===== src/rtl/noc_rr_arbiter.sv =====
// Round-robin arbiter that merges CPU_NB valid/ready request streams into one
// registered NOC output stage. Each beat is tagged with its source index. A
// requester may keep the grant for up to MAX_BURST consecutive beats.
module noc_rr_arbiter #(
  parameter int unsigned CPU_NB    = 4,
  parameter int unsigned DATA_W    = 64,
  parameter int unsigned MAX_BURST = 4,
  parameter int unsigned IDX_W     = $clog2(CPU_NB)
) (
  input  logic                          clk,
  input  logic                          rst_n,
  input  logic [CPU_NB-1:0]             in_vld,
  output logic [CPU_NB-1:0]             in_rdy,
  input  logic [CPU_NB-1:0][DATA_W-1:0] in_data,
  output logic                          out_vld,
  input  logic                          out_rdy,
  output logic [DATA_W-1:0]             out_data,
  output logic [IDX_W-1:0]              out_src,
  output logic                          busy
);

  localparam int unsigned      CNT_W     = $clog2(MAX_BURST + 1);
  localparam logic [CNT_W-1:0] BURST_LIM = CNT_W'(MAX_BURST);
  localparam logic [IDX_W-1:0] LAST_IDX  = IDX_W'(CPU_NB - 1);

  logic [IDX_W-1:0] last_grant;
  logic [IDX_W-1:0] winner;
  logic [IDX_W-1:0] cand;
  logic [CNT_W-1:0] burst_cnt;
  logic [CNT_W-1:0] burst_nxt;
  logic             win_vld;
  logic             lock;
  logic             load_en;

  assign load_en = !out_vld || out_rdy;

  // The previous winner keeps the grant while it is still requesting and its
  // burst has started but not reached the limit.
  assign lock = in_vld[last_grant] && (burst_cnt != '0) && (burst_cnt < BURST_LIM);

  // Winner search: locked requester, otherwise first valid index after
  // last_grant with wrap; last_grant is examined last.
  always_comb begin
    winner  = last_grant;
    win_vld = 1'b0;
    cand    = '0;
    if (lock) begin
      win_vld = 1'b1;
    end else begin
      for (int unsigned k = 1; k <= CPU_NB; k++) begin
        cand = IDX_W'((32'(last_grant) + k) % CPU_NB);
        if (!win_vld && in_vld[cand]) begin
          winner  = cand;
          win_vld = 1'b1;
        end
      end
    end
  end

  // Burst counter advance for the current winner.
  always_comb begin
    burst_nxt = CNT_W'(1);
    if (winner == last_grant && burst_cnt < BURST_LIM) begin
      burst_nxt = burst_cnt + 1'b1;
    end
  end

  // Accept strobe; gated by rst_n because during reset the empty output stage
  // would otherwise advertise a load slot.
  always_comb begin
    in_rdy = '0;
    if (rst_n && load_en && win_vld) begin
      in_rdy = CPU_NB'(1) << winner;
    end
  end

  assign busy = out_vld || (|in_vld);

  // Output stage, grant history and burst count.
  always_ff @(posedge clk or negedge rst_n) begin
    if (!rst_n) begin
      out_vld    <= 1'b0;
      out_data   <= '0;
      out_src    <= '0;
      last_grant <= LAST_IDX;
      burst_cnt  <= '0;
    end else if (load_en) begin
      if (win_vld) begin
        out_vld    <= 1'b1;
        out_data   <= in_data[winner];
        out_src    <= winner;
        last_grant <= winner;
        burst_cnt  <= burst_nxt;
      end else begin
        out_vld    <= 1'b0;
        burst_cnt  <= '0;
      end
    end
  end

endmodule

===== config.mk =====
export PLATFORM = sky130hd
export DESIGN_NAME = noc_rr_arbiter
export DESIGN_NICKNAME = d
export VERILOG_FILES = /design/src/rtl/noc_rr_arbiter.sv
export SDC_FILE = /design/constraint.sdc
export NUM_CORES = 1
export LEC_CHECK = 0
export CORE_AREA = 2 2 130 132
export DETAILED_ROUTE_END_ITERATION = 10
export DIE_AREA = 0 0 132 134
export GPL_ROUTABILITY_DRIVEN = 0
export GPL_TIMING_DRIVEN = 0
export MAX_ROUTING_LAYER = met4
export PLACE_DENSITY = 0.73
export SYNTH_ARGS = -nofsm -noshare
export SYNTH_HDL_FRONTEND = slang
export SYNTH_SLANG_ARGS = --single-unit

===== constraint.sdc =====
create_clock -name clk -period 2.55 [get_ports clk]
set_input_delay 0.3825 -clock clk [delete_from_list [all_inputs] [get_ports clk]]
set_output_delay 0.3825 -clock clk [all_outputs]
set_load 0.005 [all_outputs]

==> results.json <==
{
  "fmax_mhz": 354,
  "status": "finished with violations",
  "cpPeakStageDelay_ns": 0.57,
  "synth_enable_flop_cells": 0,
  "max_slew.worst_pin.slew_ns": 0.744,
  "drv_cap": 0,
  "vias": 5344,
  "cp_common_cell": "buf_4",
  "grt_pass1_wl_mm": 33.1,
  "avgSynthCellArea_um2": 11.0,
  "start_kind": "register",
  "gr-total-overflow": 0,
  "synth_top_area_share_pct": 36.2,
  "start_util_pct": 29.7,
  "cp.required_ns": 2.17,
  "syn-cell-area_um2": 4840,
  "final_nets": 1086,
  "stdcell_area_um2": 10200,
  "clock_path_buffers": 2,
  "die-area_um2": 17700,
  "clkTransAtPathRegs_ns": 0.06,
  "arrival_ns": 2.44,
  "synth_commonest_cells": "mux2i_1 (129), dfrtp_1 (70), nand2_1 (68)",
  "finalWirelength_mm": 22.5,
  "ant_nets": 0,
  "cp_top_family": "compound AO/OA/AOI/OAI gates",
  "synth.net_count": 704,
  "relSlewSlack_pct": 50.4,
  "ir_drop_mv": 0.888,
  "cts.sinks": 72,
  "ys_seq_elements": 72,
  "path_max_fanout": 4,
  "io_pins": 335,
  "numCtsBuffers": 9,
  "cpMaxStageDelayCell": "dfstp_2",
  "rsz0062_at_grt": "yes",
  "grt_max_degree": 49,
  "layout_setup_ws_ns": -0.271,
  "async_reset_ff_share_pct": 100,
  "synth_most_common_cell": "mux2i_1",
  "insertion_delay_ns": 0.34,
  "worstHoldPathType": "input pin to register",
  "syn_to_final_growth_pct": 111,
  "coreArea_um2": 16300,
  "drt-pass1-iter-count": 4,
  "drv_slew": 0,
  "place_inst": 992,
  "viasPerCell": 5.11,
  "finalSetupViolations": 70,
  "routedWlPerCell_um": 21.5,
  "drive_gt1_share_pct": 26.4,
  "die_y_um": 134,
  "violations": "setup timing",
  "leakagePower_nw": 4.09,
  "cts_max_level": 3,
  "dpl.hpwl_mm": 16.0,
  "n_antenna_cell": 0,
  "fin_crit_sh_pct": 111,
  "fin_setup_tns_ns": -9.63,
  "dpl-instance-area_um2": 8460,
  "worst-setup-path-type": "register to primary output",
  "drt_iter0_drc": 207,
  "synth_area_leaders": "dfrtp_1 (36%), mux2i_1 (27%), o221ai_2 (11%), nand2_1 (5.3%), o221ai_1 (4.9%)",
  "dpl_worst_slack_ns": -1.25,
  "yosys.area.top_type": "dfrtp_1",
  "ctsRootBufferMaster": "clkbuf_16",
  "synth_cell_type_count": 43,
  "drc": 0,
  "min_period_ns": 2.82,
  "crit_chain": "buf_4, mux2i_1, a221oi_2, buf_4, a21oi_4, o32a_1, nand3b_1, nor2_1, buf_2",
  "synthCells": 439,
  "critical_path.endpoint_type": "primary output",
  "synth_seq_area_share_pct": 37.3,
  "fin_skew_ns": 0.00477,
  "hold_viol_final": 0,
  "timing.hold.ws_ns": 0.417,
  "power_mw": 15.7,
  "yosys_warnings": 0,
  "antenna_found_initial": 0,
  "cts_tree": "built",
  "ys.flop_type": "dfrtp_1",
  "rrSetupSlack_ns": -0.20,
  "power_density_nw_per_um2": 1540,
  "row_count": 47,
  "instances_no_fill": 1046,
  "die_w_um": 132,
  "cp.buffers_inverters": 3,
  "grt_pass1_vias": 5903,
  "io_buffers": 332,
  "final_core_util_pct": 62.6,
  "grt_use_total_pct": 25.2
}
## registers in the layout (all words and copies together) (netlist names)
register and count:
out_vld 1, out_data 64, burst_cnt 3, out_src 2
last_grant 2
## worst register-to-register path: stages, from the launching register on
cell and delay (ns):
dfstp_2 0.57, buf_4 0.12, mux2i_1 0.09, a221oi_2 0.30, buf_4 0.18, a21oi_4 0.06
o32a_1 0.34, buf_6 0.14, buf_6 0.12, nand2b_4 0.16, buf_12 0.15, buf_16 0.14
buf_4 0.14, o221ai_1 0.16
## layout make-up
class,instances,area (um^2)
timing repair buffer,372,3930
sequential,72,1800
inverter,7,28.8
clock inverter,3,15.0
tap,220,275
multi-input combinational,318,3340
buffer,41,538
fill,1261,6080
clock buffer,13,270
## cell families (layout without fill, tap and decap cells)
group	count (synthesis)	after routing	synth area share [%]
buffers and inverters	49	436	5.59
multiplexers	131	131	27.4
AO/OA/AOI/OAI	83	83	19.5
XOR/XNOR	2	2	0.518
adder cells (fa/ha/maj)	2	2	0.517
AND/OR/NAND/NOR	100	100	9.19
flip-flops	72	72	37.3
## timing repair
item,in CTS,in global routing
resized for setup,179,67
hold endpoints to repair,25,0
cloned,11,2
pin swaps,31,34
setup endpoints to repair,70,74
hold buffers,1,0
buffers inserted,26,5
## routing by layer
metal	vias to the layer above	GRT usage, %	wire length, um
li1	2449	-	-
met4	0	10.3	642
met1	2612	27.5	8560
met5	-	-	0
met3	39	4.80	1230
met2	244	45.0	12100
## power by group
part | internal [mW] | total (mW) | switching [mW]
Clock | 0.735 | 1.25 | 0.510
Sequential | 1.73 | 2.08 | 0.354
Combinational | 7.25 | 12.4 | 5.12
Total | 9.71 | 15.7 | 5.99
## worst paths after layout
kind | start | endpoint | cells past startpoint
worst max-delay path | last_grant[0] | in_rdy[3] | 9
worst min-delay path | in_vld[3] | out_vld | 3
worst max register to register | last_grant[0] | out_data[58] | 13
worst min register to register | out_data[38] | out_data[38] | 2
max in group asynchronous | rst_n | last_grant[1] | 3
min in group asynchronous | rst_n | out_vld | 2
## placed cells by master (no fill, tap or decap), types with 2 or more instances in the layout
cell type,synthesis,routed
inv_2,2,2
o21ai_1,2,2
buf_12,0,21
inv_1,5,4
o221ai_1,27,16
nand3_1,3,3
ha_1,2,2
buf_8,0,9
mux2i_2,0,26
mux2i_4,0,28
o221ai_2,37,48
a2111oi_4,0,2
clkbuf_1,8,5
nand2_1,68,68
clkbuf_2,0,4
nor2_2,0,2
a21oi_1,4,3
mux2i_1,129,75
nor2_1,10,8
nor4_2,1,2
buf_16,0,8
clkbuf_8,0,3
nor3b_1,3,2
nor2b_1,2,2
clkinv_2,0,3
buf_4,15,13
buf_2,18,7
a22o_1,2,2
o21a_1,2,2
buf_6,1,17
nand2b_1,5,4
dfstp_2,2,2
dfrtp_1,70,70
nor3_1,2,2
clkbuf_16,0,11
clkdlybuf4s50_1,0,326
No activity file was read; power rests on OpenSTA's default activity.
